`src/rtl/fetch_unit.sv`:
```
// -----------------------------------------------------------------------------
// fetch_unit -- instruction-fetch stage, directly upstream of the decoder.
//
// Holds the PC, fetches one instruction word at a time from instruction memory
// over a req/ack handshake, presents it to decode over valid/ready, and on
// consume steps the PC to the target selected by the decoder (sequential,
// jump or conditional branch). Peak throughput is one instruction per two
// cycles: one cycle in REQ with a zero-wait ack, one cycle in VALID.
//
// Optional feature macro: FETCH_ALIGN_CHK_EN
//   defined   : a misaligned PC in REQ suppresses the request, sets fault and
//               parks the unit in HALTED until reset.
//   undefined : no check; fault is constant 0 and pc[1:0] goes to imem_addr.
//
// Ports
//   clk         in   clock, rising edge
//   rst         in   asynchronous active-high reset
//   imem_req    out  fetch request, held until acked
//   imem_addr   out  word address (= pc), stable while imem_req
//   imem_ack    in   memory accepts and returns imem_rdata this cycle
//   imem_rdata  in   instruction word, valid with imem_ack
//   inst        out  captured instruction for the decoder
//   inst_valid  out  inst holds a valid instruction
//   inst_ready  in   decoder consumes inst this cycle
//   pc          out  address of inst
//   pc_plus4    out  pc + 4 (link value source)
//   pc_src      in   PC source for the consumed instruction
//   jaddr       in   jump field of the consumed instruction
//   imm         in   branch offset of the consumed instruction
//   br_taken    in   branch condition for the consumed instruction
//   halt        in   stop fetching after the consumed instruction
//   halted      out  fetch permanently stopped (until reset)
//   fault       out  misaligned PC detected (feature build only)
// -----------------------------------------------------------------------------

`ifndef W_CPU
`define W_CPU 32
`endif
`ifndef W_PC_SRC
`define W_PC_SRC 2
`endif
`ifndef W_JADDR
`define W_JADDR 26
`endif
`ifndef W_IMM
`define W_IMM 16
`endif
`ifndef PC_SRC_NEXT
`define PC_SRC_NEXT 2'd0
`endif
`ifndef PC_SRC_JUMP
`define PC_SRC_JUMP 2'd1
`endif
`ifndef PC_SRC_BRCH
`define PC_SRC_BRCH 2'd2
`endif

// state   | meaning
// --------+---------------------------------------------------------------
// REQ     | request outstanding at pc, waiting for imem_ack
// VALID   | inst/pc presented to decode, waiting for inst_ready
// HALTED  | fetch stopped (halt consumed or misaligned pc); only rst exits

module fetch_unit #(
    parameter int              W_PC     = 32,
    parameter logic [W_PC-1:0] RESET_PC = 32'h0040_0000
) (
    input  logic                 clk,
    input  logic                 rst,
    output logic                 imem_req,
    output logic [W_PC-1:0]      imem_addr,
    input  logic                 imem_ack,
    input  logic [`W_CPU-1:0]    imem_rdata,
    output logic [`W_CPU-1:0]    inst,
    output logic                 inst_valid,
    input  logic                 inst_ready,
    output logic [W_PC-1:0]      pc,
    output logic [W_PC-1:0]      pc_plus4,
    input  logic [`W_PC_SRC-1:0] pc_src,
    input  logic [`W_JADDR-1:0]  jaddr,
    input  logic [`W_IMM-1:0]    imm,
    input  logic                 br_taken,
    input  logic                 halt,
    output logic                 halted,
    output logic                 fault
);

    typedef enum logic [1:0] {
        ST_REQ    = 2'd0,
        ST_VALID  = 2'd1,
        ST_HALTED = 2'd2
    } state_t;

    state_t              state_q, state_d;
    logic [W_PC-1:0]     pc_q, pc_d;
    logic [`W_CPU-1:0]   inst_q, inst_d;
    logic                inst_valid_q, inst_valid_d;
    logic                fault_q, fault_d;

    logic                align_err;
    logic                consume;
    logic [W_PC-1:0]     pc_plus4_w;
    logic [W_PC-1:0]     br_target;
    logic [W_PC-1:0]     j_target;
    logic [W_PC-1:0]     next_pc;

`ifdef FETCH_ALIGN_CHK_EN
    // Branch/jump targets are word aligned by construction, so only a
    // misaligned RESET_PC can trip this.
    assign align_err = (pc_q[1:0] != 2'b00);
`else
    assign align_err = 1'b0;
`endif

    assign consume    = inst_valid_q & inst_ready;
    assign pc_plus4_w = pc_q + W_PC'(4);

    // Word-scaled, sign-extended branch offset relative to pc+4; sums wrap.
    assign br_target  = pc_plus4_w + {{(W_PC-18){imm[15]}}, imm, 2'b00};
    // Jump stays in the 256 MB region of the delay-slot address.
    assign j_target   = {pc_plus4_w[W_PC-1:W_PC-4], jaddr, 2'b00};

    always_comb begin
        next_pc = pc_plus4_w;
        case (pc_src)
            `PC_SRC_JUMP: next_pc = j_target;
            `PC_SRC_BRCH: next_pc = br_taken ? br_target : pc_plus4_w;
            default:      next_pc = pc_plus4_w;
        endcase
    end

    always_comb begin
        state_d      = state_q;
        pc_d         = pc_q;
        inst_d       = inst_q;
        inst_valid_d = inst_valid_q;
        fault_d      = fault_q;
        case (state_q)
            ST_REQ: begin
                if (align_err) begin
                    fault_d = 1'b1;
                    state_d = ST_HALTED;
                end else if (imem_ack) begin
                    inst_d       = imem_rdata;
                    inst_valid_d = 1'b1;
                    state_d      = ST_VALID;
                end
            end
            ST_VALID: begin
                if (consume) begin
                    inst_valid_d = 1'b0;
                    pc_d         = next_pc;
                    state_d      = halt ? ST_HALTED : ST_REQ;
                end
            end
            ST_HALTED: begin
                inst_valid_d = 1'b0;
            end
            default: begin
                inst_valid_d = 1'b0;
                state_d      = ST_REQ;
            end
        endcase
    end

    always_ff @(posedge clk or posedge rst) begin
        if (rst) begin
            state_q      <= ST_REQ;
            pc_q         <= RESET_PC;
            inst_q       <= '0;
            inst_valid_q <= 1'b0;
            fault_q      <= 1'b0;
        end else begin
            state_q      <= state_d;
            pc_q         <= pc_d;
            inst_q       <= inst_d;
            inst_valid_q <= inst_valid_d;
            fault_q      <= fault_d;
        end
    end

    // All outputs decode registered state only; nothing flows through from
    // the handshake inputs in the same cycle.
    assign imem_req   = (state_q == ST_REQ) & ~align_err;
    assign imem_addr  = pc_q;
    assign inst       = inst_q;
    assign inst_valid = inst_valid_q;
    assign pc         = pc_q;
    assign pc_plus4   = pc_plus4_w;
    assign halted     = (state_q == ST_HALTED);
    assign fault      = fault_q;

endmodule

```
`config.mk`:
```
export PLATFORM = sky130hd
export DESIGN_NAME = fetch_unit
export DESIGN_NICKNAME = d
export VERILOG_FILES = /design/src/rtl/fetch_unit.sv
export SDC_FILE = /design/constraint.sdc
export NUM_CORES = 1
export LEC_CHECK = 0
export BUFFER_PORTS_ARGS = -buffer_cell sky130_fd_sc_hd__buf_2
export CORE_UTILIZATION = 50
export DETAILED_ROUTE_END_ITERATION = 7
export PLACE_DENSITY = 0.81
export SETUP_SLACK_MARGIN = 0.05
export SLEW_MARGIN = 20
export SYNTH_ARGS = -nofsm -noshare
export SYNTH_HDL_FRONTEND = slang
export SYNTH_SLANG_ARGS = --single-unit
```
`constraint.sdc`:
```
create_clock -name clk -period 4.6 [get_ports clk]
set_clock_uncertainty 0.1 [all_clocks]
set_input_delay 0.69 -clock clk [delete_from_list [all_inputs] [get_ports clk]]
set_output_delay 0.69 -clock clk [all_outputs]
set_load 0.05 [all_outputs]
```
==> results.ini <==
[setup_path]
arrival_ns = 4.40
cpPeakStageDelay_ns = 0.67
startpoint_type = flip-flop
critPathSlowestCell = a2111oi_0
cp_num_buf_inv = 0
crit_fanout = 7
required_ns = 4.73
end_kind = flip-flop
path_common_cell = nor2_1
path_cells = and4_4 -> nand3_2 -> nor2_1 -> and3_1 -> nand3_1 -> xnor2_2 -> ha_1 -> nand4_1 -> nor2_1 -> a211oi_2 -> a2111oi_0 -> o31ai_1 -> nand3b_1 -> mux2i_1 -> o21ai_1
path_delay_family = simple AND/OR/NAND/NOR gates
path_class = reg2reg

[clock_tree]
clock_path_buffers = 2
clk_pin_slew_ns = 0.08
cts_root_buf = clkbuf_8
cts_made_buffers = 9
cts.sinks = 65
cts_hold_repair.buffers = 0
clkLatencyLatePin_ns = 0.35
cts_tree = yes
htreeDepth = 3

[cells_and_area]
final_net_count = 919
n_fill_cell = 945
syn_to_final_growth_pct = 21.8
drive_gt1_frac = 0.364
diodes = 0

[global_routing]
antenna_found_initial = 0
grt_overflow_total = 0
grt_pass1_wl_mm = 26.6
grt_pass1_vias = 5215
grt_max_degree = 35
grtUsageTotal = 0.299

[route]
wire_per_inst_um = 18.5
viasPerCell = 6.04
wl_met1_mm = 6.82
dr.pass1.iters = 6
drt_iter0_drc = 546
highest_layer = met4
ant_nets = 0
route.detailed.drc = 0
num_vias = 5702
wl_mm = 17.5
routed-wl-met2_mm = 8.51
met3RoutedLength_mm = 1.76

[timing]
max-slew-margin-rel = 0.302
grt_setup_unrepaired = no
worstMarginPinSlew_ns = 1.04
layout_min_cycle_time_ns = 4.27
fin_setup_tns_ns = 0
slew_viol_final = 0
max_freq_ghz = 0.234
setup_viol = 0
final-hold-violation-count = 0
fin_crit_sh = 0.928

[status]
status = finished, final reports clean

[floorplanning]
row_count = 38
die_y_um = 108
ios = 214
die_w_um = 108
core-area_um2 = 10800
initial_core_util = 0.515
dieArea_um2 = 11600

[place]
io_buffers = 206
place_hpwl_mm = 13.5
gp_congestion = 0.979

[synthesis]
synth_warnings = 0
syn_inst = 638
yosysUniqueCellTypes = 73
synth_edf_count = 0
avgSynthCellArea_um2 = 8.75
synthFlopType = dfrtp_1
ys_seq_area_frac = 0.292
ys_seq_elements = 65
synth_async_sr_flop_share = 1.00
synth_area_um2 = 5580

[worst_hold_path]
hold_path.class = in2async

[job]
max_cap_viol_count = 0

final timing paths:
path                         startpoint            end  slack, ns  cells past startpoint
min in group clk               inst[21]       inst[21]       0.40                      1
setup reg to reg           imem_addr[5]  imem_addr[31]       0.33                     15
hold reg to reg                inst[21]       inst[21]       0.40                      1
hold / removal                      rst       inst[13]       0.33                      2
max in group asynchronous           rst  imem_addr[22]       3.12                      3
setup / recovery           imem_addr[5]  imem_addr[31]       0.33                     15
cell type report:
class                      count  area [um^2]  area share
clock buffer                  10          138      0.0202
sequential                    65         1630       0.240
tap                          140          175      0.0258
clock inverter                 6          114      0.0167
timing repair buffer         214         1090       0.160
multi-input combinational    496         3600       0.530
inverter                      13         48.8     0.00717
cells in the mapped netlist, types with 3 or more instances:
cell	n	area share
dfrtp_1	64	0.29
nand2_1	50	0.034
a21oi_1	47	0.042
o21ai_0	42	0.038
buf_4	39	0.052
ha_1	37	0.083
nor2_1	36	0.024
mux2_2	32	0.065
xnor2_1	32	0.050
a21o_1	23	0.031
nand3_1	21	0.019
xor2_1	19	0.030
clkbuf_1	18	0.012
o21a_1	15	0.020
a22oi_1	13	0.017
inv_1	12	0.0081
a221oi_1	9	0.014
nand4_1	9	0.010
a31oi_1	7	0.0078
buf_1	7	0.0047
and3_1	6	0.0067
nor2b_1	6	0.0067
o22ai_1	6	0.0067
o31ai_1	6	0.0081
buf_2	5	0.0045
nor3_1	5	0.0045
a222oi_1	4	0.0072
and2_1	4	0.0045
o211ai_1	4	0.0054
and4_1	3	0.0047
nand2b_1	3	0.0034
nor4_1	3	0.0034
o21bai_1	3	0.0040
or2_2	3	0.0034
placed cells by master, fill, tap and decap left out, types with 9 or more instances in the layout:
cell,instances
o21a_1,15
ha_1,37
nand3_1,21
nor2_1,36
xor2_1,15
nand4_1,9
o21ai_0,42
a22oi_1,13
xnor2_1,27
a21o_1,23
dfrtp_1,61
mux2_2,32
inv_1,11
a21oi_1,47
a221oi_1,9
nand2_1,50
clkbuf_8,10
buf_2,206
flip-flops by register name, indices dropped and copies added, names as in the netlist:
name,flops
inst_valid,1
state_q,2
imem_addr,30
inst,32
cell families (layout without fill, tap and decap cells):
kind of cell / Yosys count / after routing / synth area share
AO/OA/AOI/OAI: 203 / 203 / 0.240
XOR/XNOR: 52 / 52 / 0.0829
adder cells (fa/ha/maj): 38 / 38 / 0.0865
buffers and inverters: 83 / 243 / 0.0845
flip-flops: 65 / 65 / 0.292
multiplexers: 33 / 33 / 0.0663
other: 1 / 7 / 0.000672
AND/OR/NAND/NOR: 163 / 163 / 0.148
routing by layer:
layer,track usage,vias to the layer above
met4,0.112,0
li1,-,2615
met1,0.364,2707
met2,0.509,348
met5,0,-
met3,0.0702,32
metrics by stage:
step | utilization | worst slack (ns) | area [um^2] | instances | hold slack (ns)
after global placement | 0.603 | 0.482 | 6530 | 928 | 0.381
final | 0.627 | 0.329 | 6800 | 944 | 0.331
after floorplan | - | 0.0360 | 5690 | 644 | 0.360
after detailed placement | 0.603 | 0.319 | 6530 | 928 | 0.389
after global routing | 0.627 | 0.0543 | 6800 | 944 | 0.390
after CTS | 0.626 | 0.284 | 6790 | 944 | 0.350
repair_timing:
item                                    CTS  global route
buffers inserted                          0             0
gates resized for setup                   0             3
endpoints found under the setup margin    0             4
endpoints found under the hold margin     0             0
Power is not shown: default switching activity piles up to over one toggle a cycle in this logic, so the estimate is an artifact.
